$ cat src/rtl/clock_pkg.sv
// Shared definitions for the 24 h clock: mode encodings
// and the set-controller state type (also used by the display).
package clock_pkg;

  localparam logic [1:0] MODE_RUN     = 2'd0;
  localparam logic [1:0] MODE_SET_HR  = 2'd1;
  localparam logic [1:0] MODE_SET_MIN = 2'd2;

  typedef enum logic [1:0] {
    ST_RUN     = MODE_RUN,
    ST_SET_HR  = MODE_SET_HR,
    ST_SET_MIN = MODE_SET_MIN
  } state_e;

  function automatic logic is_set(state_e s);
    return s != ST_RUN;
  endfunction

endpackage

$ cat src/rtl/time_set_ctrl_rise_detect.sv
// rise_detect: one-flop rising-edge detector for a synchronised level.
// Ports: clk, rst (async high), d (level in), rise (1-cycle pulse).
module rise_detect (
  input  logic clk,
  input  logic rst,
  input  logic d,
  output logic rise
);

  logic d_q;

  always_ff @(posedge clk or posedge rst) begin
    if (rst) d_q <= 1'b0;
    else     d_q <= d;
  end

  assign rise = d & ~d_q;

endmodule

$ cat src/rtl/time_set_ctrl.sv
// time_set_ctrl: RUN/SET_HR/SET_MIN mode controller steering ticks
// into the sec/min/hr counters. In: clk_1Hz, rst, mode_btn, inc_btn,
// sec_tick_in, min_tick_in. Out: sec_en, sec_clr, min_tick, hr_tick,
// mode[1:0], blink.
module time_set_ctrl
  import clock_pkg::*;
#(
  parameter int TIMEOUT_S = 10
) (
  input  logic       clk_1Hz,
  input  logic       rst,
  input  logic       mode_btn,
  input  logic       inc_btn,
  input  logic       sec_tick_in,
  input  logic       min_tick_in,
  output logic       sec_en,
  output logic       sec_clr,
  output logic       min_tick,
  output logic       hr_tick,
  output logic [1:0] mode,
  output logic       blink
);

  localparam int IW = $clog2(TIMEOUT_S + 1);
  localparam logic [IW-1:0] IDLE_LAST = IW'(TIMEOUT_S - 1);
  localparam logic [IW-1:0] IDLE_MAX  = IW'(TIMEOUT_S);

  state_e state, state_nx;

  logic          press;
  logic          in_set;
  logic          inc_act;
  logic          timeout;
  logic          enter_hr;
  logic          enter_min;
  logic          exit_set;
  logic          edited;
  logic          inc_lock;
  logic [IW-1:0] idle_cnt;

  rise_detect u_mode_rise (
    .clk  (clk_1Hz),
    .rst  (rst),
    .d    (mode_btn),
    .rise (press)
  );

  assign in_set  = is_set(state);
  // A mode press in the same cycle swallows the increment.
  assign inc_act = in_set & inc_btn & ~inc_lock & ~press;
  assign timeout = in_set & (idle_cnt == IDLE_LAST)
                 & ~press & ~inc_act;

  always_ff @(posedge clk_1Hz or posedge rst) begin
    if (rst) state <= ST_RUN;
    else     state <= state_nx;
  end

  always_comb begin
    state_nx = state;
    case (state)
      ST_RUN: begin
        if (press) state_nx = ST_SET_HR;
      end
      ST_SET_HR: begin
        if (press)        state_nx = ST_SET_MIN;
        else if (timeout) state_nx = ST_RUN;
      end
      ST_SET_MIN: begin
        if (press | timeout) state_nx = ST_RUN;
      end
      default: state_nx = ST_RUN;
    endcase
  end

  assign enter_hr  = (state == ST_RUN) & press;
  assign enter_min = (state == ST_SET_HR) & press;
  assign exit_set  = in_set & (state_nx == ST_RUN);

  always_ff @(posedge clk_1Hz or posedge rst) begin
    if (rst) begin
      sec_clr  <= 1'b0;
      blink    <= 1'b0;
      edited   <= 1'b0;
      inc_lock <= 1'b0;
      idle_cnt <= '0;
    end else begin
      // Seconds restart from 0 only if the time was actually changed.
      sec_clr <= exit_set & edited;

      if (enter_hr | enter_min)    blink <= 1'b1;
      else if (in_set & ~exit_set) blink <= ~blink;
      else                         blink <= 1'b0;

      if (enter_hr)     edited <= 1'b0;
      else if (inc_act) edited <= 1'b1;

      // A button still held on entry must be released before it counts.
      if (enter_hr | enter_min) inc_lock <= inc_btn;
      else if (!inc_btn)        inc_lock <= 1'b0;

      if (enter_hr | enter_min | inc_act | ~in_set)
        idle_cnt <= '0;
      else if (idle_cnt != IDLE_MAX)
        idle_cnt <= idle_cnt + 1'b1;
    end
  end

  always_comb begin
    sec_en   = 1'b1;
    min_tick = sec_tick_in;
    hr_tick  = min_tick_in;
    case (state)
      ST_SET_HR: begin
        sec_en   = 1'b0;
        min_tick = 1'b0;
        hr_tick  = inc_act;
      end
      ST_SET_MIN: begin
        sec_en   = 1'b0;
        min_tick = inc_act;
        hr_tick  = 1'b0;
      end
      default: ;
    endcase
  end

  assign mode = state;

endmodule

$ cat config.mk
export PLATFORM = sky130hd
export DESIGN_NAME = time_set_ctrl
export DESIGN_NICKNAME = d
export VERILOG_FILES = /design/src/rtl/clock_pkg.sv /design/src/rtl/time_set_ctrl_rise_detect.sv /design/src/rtl/time_set_ctrl.sv
export SDC_FILE = /design/constraint.sdc
export NUM_CORES = 1
export LEC_CHECK = 0
export CORE_ASPECT_RATIO = 1.2
export CORE_UTILIZATION = 31
export CTS_CLUSTER_DIAMETER = 30
export DETAILED_ROUTE_END_ITERATION = 7
export MAX_ROUTING_LAYER = met4
export SKIP_LAST_GASP = 1
export SYNTH_ARGS = -nofsm -noshare
export SYNTH_HDL_FRONTEND = slang
export SYNTH_HIERARCHICAL = 1
export SYNTH_SLANG_ARGS = --single-unit
$ cat constraint.sdc
create_clock -name clk_1Hz -period 1.64 [get_ports clk_1Hz]
set_input_delay 0.246 -clock clk_1Hz [delete_from_list [all_inputs] [get_ports clk_1Hz]]
set_output_delay 0.246 -clock clk_1Hz [all_outputs]
set_load 0.01 [all_outputs]
==> flow_summary_export.csv, run 1 <==
group,metric,value,unit
status,outcome,"finished with violations",
status,failed_checks,"setup timing",
clock_network,cts_tree,"done",
grt,grt_usage,15.2,%
detailed_routing,drt_first_pass_iters,6,
detailed_routing,drt_iter0_markers,8,
setup_path,cp_slowest_cell,"dfrtp_2",
clock_network,htreeDepth,1,
placed_design,hpwl,1070,microns
setup_path,crit_type,"register to output port",
clock_network,clkTransAtPathRegs,0.07,ns
sta,finalSetupViolations,2,
clock_network,postCtsHoldBufs,0,
logic_synthesis,ys_types,29,
detailed_routing,vias_per_cell,4.93,
run,max_cap_viol_count,0,
placed_design,gp_congestion,0.785,
finish,post-route-cell-area,960,sq um
setup_path,start_kind,"register",
setup_path,critical-path-max-stage-delay,0.38,ns
logic_synthesis,synth_flop_cell,"dfrtp_1",
clock_network,clkSinkCount,11,
setup_path,path_max_fanout,3,
die,core,1910,sq um
finish,final_common_cell,"buf_4",
detailed_routing,routed_wirelength,1460,microns
logic_synthesis,ys_seq_elements,11,
sta,max_freq,571,MHz
sta,finClkSkew,0.000702,ns
setup_path,required,1.39,ns
pwr,ir_drop,0.708,mV
sta,tightest_slew,0.397,ns
detailed_routing,antenna_left,0,
sta,finalSetupTns,-0.212,ns
clock_network,clk_latency,0.27,ns
grt,grt_pass1_vias,553,
grt,grt_max_degree,11,
die,die_area,2320,sq um
detailed_routing,wire_per_inst,12.9,microns
sta,drv_slew,0,
logic_synthesis,synth_warnings,6,
sta,period_share,107,%
sta,rsz0062_at_grt,"true",
die,pin_count,13,
sta,final-hold-violation-count,0,
logic_synthesis,synth_edf_count,0,
die,start_util,34.6,%
grt,antenna_found_initial,0,
grt,grt_first_pass_wirelength,2460,microns
placed_design,port_buffers,12,
pwr,p_leak,0.441,nW
clock_network,clockRootBuffer,"clkbuf_4",
detailed_routing,drc_errors,0,
placed_design,placed_cell_area,892,sq um
setup_path,end_kind,"output port",
die,row_count,17,
finish,final_cell_mix,"buf_4 (11), dfrtp_1 (9), clkdlybuf4s50_1 (9)",
pwr,p_per_area,1580,nW/um^2
setup_path,worstPathCellList,"inv_2 -> ha_4 -> or3_4 -> o2bb2ai_2 -> buf_2",
finish,n_antenna_cell,0,
sta,fin_ws,-0.110,ns
finish,layout.nets,108,
detailed_routing,num_vias,557,
clock_network,cts_max_path_buffers,2,
setup_path,critical_path_arrival,1.50,ns
finish,drive_gt1_share,34.0,%
logic_synthesis,synth.net_count,80,
logic_synthesis,ys_seq_area_share,41.6,%
die,die_w,44.2,microns
sta,worst_slew_margin_rel,73.5,%
logic_synthesis,synthesis.area,662,sq um
logic_synthesis,ys_async_sr_fraction,100,%
die,die_h,52.6,microns
logic_synthesis,syn_area_per_cell,9.88,sq um
sta,finalCriticalPeriod,1.75,ns
pwr,finalPower,1.51,mW
logic_synthesis,syn_inst,67,
grt,overflow,0,
finish,area_delta_synth_final,45.0,%
worst_hold_path,hp-class,"input pin to asynchronous set/reset pin",
clock_network,cts_buffers,3,
power breakdown:
part	internal [mW]	switching (mW)	leakage, nW
Clock	0.0944	0.0959	0.0150
Sequential	0.353	0.0665	0.142
Combinational	0.480	0.425	0.284
Yosys cell counts, types with 2 or more instances:
library cell,n,share of area [%]
dfrtp_1,11,42
inv_1,9,5.1
ha_1,7,13
nand2_1,6,3.4
nand2b_1,3,2.8
nor2_1,3,1.7
a211oi_1,2,2.3
a21oi_1,2,1.5
nand3b_1,2,2.3
nor3_1,2,1.5
o2bb2ai_1,2,2.6
cell families after synthesis:
group                      count (synthesis)  share of synthesized area (%)
AOI/OAI and AO/OA                         13                           14.2
xor gates and xnor gates                   2                           2.65
adders and majority gates                  7                           13.2
buffers and inverters                     10                           6.80
DFF                                       11                           41.6
muxes                                      1                           1.51
and+or+nand+nor                           23                           20.0
per-stage QoR:
| stage | setup WS (ns) | std cells | hold slack [ns] | utilization, % |
|---|---|---|---|---|
| final | -0.110 | 113 | 0.127 | 50.1 |
| after floorplan | 0.0184 | 67 | -0.0253 | - |
| after CTS | -0.119 | 112 | 0.129 | 48.3 |
| after global placement | -0.505 | 108 | 0.419 | 46.6 |
| after detailed placement | -0.536 | 108 | 0.430 | 46.6 |
| after global routing | -0.166 | 113 | 0.152 | 50.1 |
routing by layer:
metal	track usage (%)	wire length (microns)	up-vias
li1	-	-	279
met1	17.3	623	267
met2	25.7	778	8
met3	5.17	47	3
met4	3.03	9	0
met5	-	0	-
what timing repair did:
action,4_1_cts,5_1_grt
gates resized for setup,14,8
setup endpoints to repair,3,7
buffers inserted,0,1
pin swaps,4,1
cell type report:
| type | count | area [sq um] |
|---|---|---|
| fillers | 185 | 955 |
| flip-flops and latches | 11 | 278 |
| clock buffers | 4 | 26.3 |
| repair buffers | 24 | 199 |
| multi-input cells | 46 | 399 |
| well taps | 19 | 23.8 |
| inverters | 9 | 33.8 |
worst paths after layout:
kind	from	to	slack, ns	cells past startpoint
max	mode[1]	min_tick	-0.11	5
min in group clk_1Hz	mode_btn	u_mode_rise/d_q	0.44	1
max in group asynchronous	rst	mode[0]	1.06	2
max reg2reg	mode[1]	sec_clr	0.02	8
min reg2reg	edited	edited	0.51	2
min	rst	u_mode_rise/d_q	0.13	2
worst max-delay path, delay by kind of cell (launching register included):
| family | cells | cell delay, ns |
|---|---|---|
| DFF | 1 | 0.38 |
| AOI/OAI and AO/OA | 1 | 0.12 |
| adders and majority gates | 1 | 0.16 |
| buffers and inverters | 2 | 0.19 |
| and+or+nand+nor | 1 | 0.38 |
sequential cells by signal, indices dropped and copies added (netlist names):
register / count
idle_cnt: 4
mode: 2
edited: 1
inc_lock: 1
blink: 1
sec_clr: 1
u_mode_rise/d_q: 1
Note: power is estimated with default switching activity, not from simulation.
==> run 2: changes to the inputs <==
--- a/config.mk
+++ b/config.mk
@@ -5,11 +5,11 @@
 export SDC_FILE = /design/constraint.sdc
 export NUM_CORES = 1
 export LEC_CHECK = 0
-export CORE_ASPECT_RATIO = 1.2
-export CORE_UTILIZATION = 31
+export CORE_UTILIZATION = 43
 export CTS_CLUSTER_DIAMETER = 30
 export DETAILED_ROUTE_END_ITERATION = 7
 export MAX_ROUTING_LAYER = met4
+export PLACE_DENSITY = 0.68
 export SKIP_LAST_GASP = 1
 export SYNTH_ARGS = -nofsm -noshare
 export SYNTH_HDL_FRONTEND = slang
==> run 2 against run 1 <==
The run still ends with setup timing left; combinational power down 2%; first-iteration DRC count up 13%; count of clock-buffer cells in the layout unchanged; setup slack improved by 0.062 ns; cell count shrank 1.8%; clock power down 6%; die area down 27%; total power decreased by 2.3%; fmax grew 3.7%; clock skew grew 0.0021 ns; global-route usage is 4.6 points higher; critical path type unchanged.
==> flow_summary_export.csv, run 2 (same netlist as run 1, synthesis figures left out) <==
group,metric,value,unit
status,outcome,"finished with violations",
status,failed_checks,"setup timing",
finish,drive_gt1_share,33.3,%
run,max_cap_viol_count,0,
grt,grt_first_pass_wirelength,2040,microns
sta,tightest_slew,0.393,ns
die,die_area,1700,sq um
setup_path,path_max_fanout,3,
sta,drv_slew,0,
setup_path,start_kind,"register",
placed_design,gp_congestion,0.784,
detailed_routing,drc_errors,0,
pwr,p_leak,0.457,nW
clock_network,cts_max_path_buffers,2,
grt,antenna_found_initial,0,
clock_network,clkSinkCount,11,
finish,area_delta_synth_final,45.9,%
setup_path,crit_type,"register to output port",
worst_hold_path,hp-class,"input pin to asynchronous set/reset pin",
die,die_w,41.2,microns
setup_path,cp_slowest_cell,"or3_4",
detailed_routing,drt_iter0_markers,9,
finish,largest_reg_flops,4,
placed_design,port_buffers,12,
die,start_util,48.4,%
sta,period_share,103,%
grt,grt_max_degree,11,
detailed_routing,antenna_left,0,
setup_path,cp.depth,4,
clock_network,clk_latency,0.26,ns
setup_path,critical-path-max-stage-delay,0.39,ns
setup_path,cp-startpoint,"inc_lock",
sta,finalCriticalPeriod,1.69,ns
grt,grt_pass1_vias,462,
sta,finalSetupViolations,3,
detailed_routing,routed_wirelength,1300,microns
clock_network,clkTransAtPathRegs,0.07,ns
finish,final_cell_mix,"buf_4 (14), dfrtp_1 (9), clkdlybuf4s50_1 (8)",
setup_path,r2r-start,"mode[1]",
pwr,ir_drop,0.831,mV
sta,finClkSkew,0.00278,ns
die,die_h,41.2,microns
setup_path,r2r_end,"sec_clr",
sta,rsz0062_at_grt,"true",
detailed_routing,wire_per_inst,11.7,microns
sta,worst_slew_margin_rel,73.8,%
setup_path,required,1.39,ns
detailed_routing,num_vias,551,
grt,overflow,0,
setup_path,critical_path_arrival,1.44,ns
setup_path,regToRegSetupSlack,0.06,ns
setup_path,path_buf_inv,1,
clock_network,clockRootBuffer,"clkbuf_4",
sta,max_freq,592,MHz
sta,final-hold-violation-count,0,
sta,finalSetupTns,-0.143,ns
clock_network,cts_buffers,3,
die,row_count,13,
detailed_routing,vias_per_cell,4.96,
pwr,p_per_area,1530,nW/um^2
detailed_routing,drt_first_pass_iters,4,
finish,final_common_cell,"buf_4",
setup_path,endpoint,"hr_tick",
die,pin_count,13,
sta,hold_ws,0.130,ns
setup_path,crit_family,"simple AND/OR/NAND/NOR gates",
grt,grt_usage,19.8,%
setup_path,rr_worst_depth,7,
sta,fin_ws,-0.0485,ns
finish,regMostFlops,"idle_cnt",
finish,layout.nets,110,
setup_path,worstPathCellList,"nand2b_1 -> or3_4 -> o2bb2ai_2 -> buf_2",
placed_design,hpwl,965,microns
clock_network,htreeDepth,1,
clock_network,cts_tree,"done",
setup_path,end_kind,"output port",
die,core,1370,sq um
finish,n_antenna_cell,0,
-- run 2: cell types whose count changed in the layout (fill, tap and decap cells not counted) --
cell,previous run,this run
dlymetal6s2s_1,0,1
ha_1,5,4
buf_6,1,0
o31ai_2,1,0
o31ai_1,0,1
buf_4,11,14
o21ai_2,1,0
nor4b_1,0,1
o21ai_1,0,1
clkdlybuf4s50_1,9,8
nor4b_2,1,0
ha_4,2,3
-- run 2: how the worst min path moves through the flow --
stage / endpoint / startpoint / slack, ns
floorplan: u_mode_rise/d_q / rst / -0.03
global route: u_mode_rise/d_q / mode_btn / 0.13
detailed placement: u_mode_rise/d_q / rst / 0.42
CTS: u_mode_rise/d_q / rst / 0.12
global placement: u_mode_rise/d_q / rst / 0.42
finish: u_mode_rise/d_q / rst / 0.13
-- run 2: cell type report --
cell class / count / area [sq um]
Sequential cell: 11 / 278
Clock buffer: 4 / 26.3
Inverter: 9 / 33.8
Fill cell: 108 / 400
Tap cell: 15 / 18.8
Multi-Input combinational cell: 46 / 397
Timing Repair Buffer: 26 / 213
-- run 2: metal layers --
| metal | global-route usage (%) | part of all wire (%) | up-vias |
|---|---|---|---|
| li1 | - | - | 284 |
| met5 | - | 0 | - |
| met3 | 9.78 | 4.7 | 2 |
| met2 | 27.3 | 45 | 12 |
| met1 | 25.5 | 50 | 253 |
| met4 | 4.84 | 0.31 | 0 |
-- run 2: report_power, final --
group / internal (mW) / switching [mW]
Combinational: 0.473 / 0.413
Sequential: 0.353 / 0.0609
Clock: 0.0941 / 0.0852
Total: 0.920 / 0.560
-- run 2: timing repair --
item,CTS,global route
resized for setup,14,7
setup buffers,0,2
endpoints found under the hold margin,0,0
setup endpoints to repair,3,6
pin swaps,4,1
hold buffers,0,0
-- run 2: metrics by stage --
stage               instances  total power [mW]  setup WS, ns  utilization [%]  area [sq um]
floorplan                  67             0.847        0.0184                -           677
global placement          105              1.24        -0.496             65.5           895
detailed placement        105              1.24        -0.520             65.5           895
CTS                       109              1.44       -0.0937             67.9           927
global route              111              1.62        -0.124             70.7           966
finish                    111              1.48       -0.0485             70.7           966
==> run 3: changes to the inputs <==
--- a/config.mk
+++ b/config.mk
@@ -8,6 +8,7 @@
 export CORE_UTILIZATION = 43
 export CTS_CLUSTER_DIAMETER = 30
 export DETAILED_ROUTE_END_ITERATION = 7
+export GPL_TIMING_DRIVEN = 0
 export MAX_ROUTING_LAYER = met4
 export PLACE_DENSITY = 0.68
 export SKIP_LAST_GASP = 1
==> run 3 against run 2 <==
The flow still finishes with violations (setup timing); first-iteration DRC count rose by 78%; wire length is 1.4% lower; fmax fell by 3.5%; via count decreased by 2.9%; design area is 8.5% lower.
==> flow_summary_export.csv, run 3 (same netlist as run 1, synthesis figures left out) <==
group,metric,value,unit
status,outcome,"finished with violations",
status,failed_checks,"setup timing",
detailed_routing,drt_iter0_markers,16,
setup_path,crit_family,"flip-flops",
detailed_routing,routed.top_layer,"met4",
pwr,p_leak,0.408,nW
clock_network,clkTransAtPathRegs,0.07,ns
placed_design,placed_cell_area,816,sq um
detailed_routing,drc_errors,0,
clock_network,cts_buffers,3,
sta,final-hold-violation-count,0,
clock_network,clkSinkCount,11,
pwr,p_comb_share,56.7,%
grt,antenna_found_initial,0,
die,die_area,1700,sq um
clock_network,cts_tree,"done",
sta,finalSetupViolations,2,
setup_path,required,1.39,ns
finish,regMostFlops,"idle_cnt",
die,die_w,41.2,microns
detailed_routing,routed_wirelength,1280,microns
detailed_routing,dr_wl_met3,75,microns
finish,n_antenna_cell,0,
worst_hold_path,hp-class,"input pin to asynchronous set/reset pin",
setup_path,end_kind,"output port",
sta,max_freq,572,MHz
sta,worst_slew_margin_rel,68.5,%
placed_design,gp_congestion,0.757,
finish,final_common_cell,"dfrtp_1",
sta,rsz0062_at_grt,"true",
detailed_routing,met1_length,567,microns
finish,final_cell_mix,"dfrtp_1 (9), clkdlybuf4s50_1 (8), inv_1 (7)",
setup_path,crit_type,"register to output port",
detailed_routing,met2_length,633,microns
grt,grt_usage,20.8,%
placed_design,place_ws,-0.664,ns
setup_path,critical_path_arrival,1.50,ns
setup_path,cp.depth,5,
grt,overflow,0,
die,core,1370,sq um
setup_path,path_buf_inv,2,
grt,grt_first_pass_wirelength,2150,microns
setup_path,rr_worst_depth,6,
clock_network,clk_latency,0.27,ns
pwr,p_int,0.849,mW
detailed_routing,vias_per_cell,5.19,
pwr,pwr-share-clk,13.1,%
finish,utilization,64.7,%
finish,largest_reg_flops,4,
detailed_routing,antenna_left,0,
grt,grt_max_degree,11,
die,pin_count,13,
sta,drv_slew,0,
placed_design,port_buffers,12,
setup_path,critical-path-max-stage-delay,0.38,ns
finish,drive_gt1_share,26.1,%
clock_network,clockRootBuffer,"clkbuf_4",
detailed_routing,wire_per_inst,12.5,microns
placed_design,hpwl,896,microns
sta,finalSetupTns,-0.208,ns
sta,finalCriticalPeriod,1.75,ns
sta,period_share,107,%
pwr,swShare,38.6,%
finish,layout.nets,102,
setup_path,path_max_fanout,3,
pwr,ir_drop,0.798,mV
sta,tightest_slew,0.467,ns
finish,area_delta_synth_final,33.5,%
pwr,power.switching,0.535,mW
setup_path,worstPathCellList,"inv_2 -> ha_4 -> or3_4 -> o2bb2ai_2 -> buf_2",
sta,finClkSkew,0.00301,ns
setup_path,start_kind,"register",
detailed_routing,num_vias,535,
pwr,seqPwrFrac,30.1,%
setup_path,cp_slowest_cell,"dfrtp_2",
detailed_routing,drt_first_pass_iters,4,
die,die_h,41.2,microns
sta,fin_ws,-0.109,ns
grt,grt_pass1_vias,472,
finish,post-route-cell-area,883,sq um
die,start_util,48.4,%
die,row_count,13,
run,max_cap_viol_count,0,
pwr,p_per_area,1570,nW/um^2
clock_network,htreeDepth,1,
clock_network,cts_max_path_buffers,2,
## run 3: changes by cell type in the layout (fill, tap and decap cells not counted), sizes merged
cell	before	now
buf	16	8
dlygate4sd2	0	1
dlymetal6s2s	1	0
## run 3: worst register-to-register path: stages (launching register included)
cell and delay, ns:
dfrtp_2 0.42, inv_2 0.08, buf_4 0.10, ha_2 0.21, nor3_1 0.07, or2_4 0.24, o311a_1 0.32
## run 3: final timing paths
check	slack, ns	to	start
worst max-delay path	-0.11	hr_tick	mode[1]
worst min-delay path	0.14	u_mode_rise/d_q	rst
worst max register to register	0.08	sec_clr	mode[1]
worst min register to register	0.49	edited	edited
max in group asynchronous	1.06	mode[0]	rst
min in group clk_1Hz	0.23	u_mode_rise/d_q	mode_btn
## run 3: cell type report
class	instances	area [sq um]
clock buffers	4	26.3
multi-input cells	46	374
well taps	15	18.8
plain buffers	1	11.3
inverters	9	33.8
flip-flops and latches	11	278
fillers	126	483
repair buffers	17	141
## run 3: layer usage
metal	up-vias	global-route usage, %
met5	-	-
met1	244	27.9
met3	2	6.52
li1	272	-
met4	0	9.68
met2	17	28.1
## run 3: power groups by stage
stage / clock (mW) / sequential, mW / combinational (mW)
after floorplan: 0 / 0.443 / 0.404
after global placement: 0 / 0.437 / 0.661
after detailed placement: 0 / 0.437 / 0.672
after CTS: 0.194 / 0.415 / 0.781
after global routing: 0.199 / 0.427 / 0.885
final: 0.182 / 0.417 / 0.785
## run 3: metrics by stage
stage	instances	power (mW)	hold WS, ns
floorplan	67	0.847	-0.0253
global placement	94	1.10	0.411
detailed placement	94	1.11	0.431
CTS	103	1.39	0.131
global route	103	1.51	0.161
finish	103	1.38	0.141
## run 3: what timing repair did
item | in CTS | in global routing
hold buffers | 0 | 0
pin swaps | 4 | 0
hold endpoints to repair | 0 | 0
setup buffers | 5 | 0
setup endpoints to repair | 3 | 5
resized for setup | 15 | 3
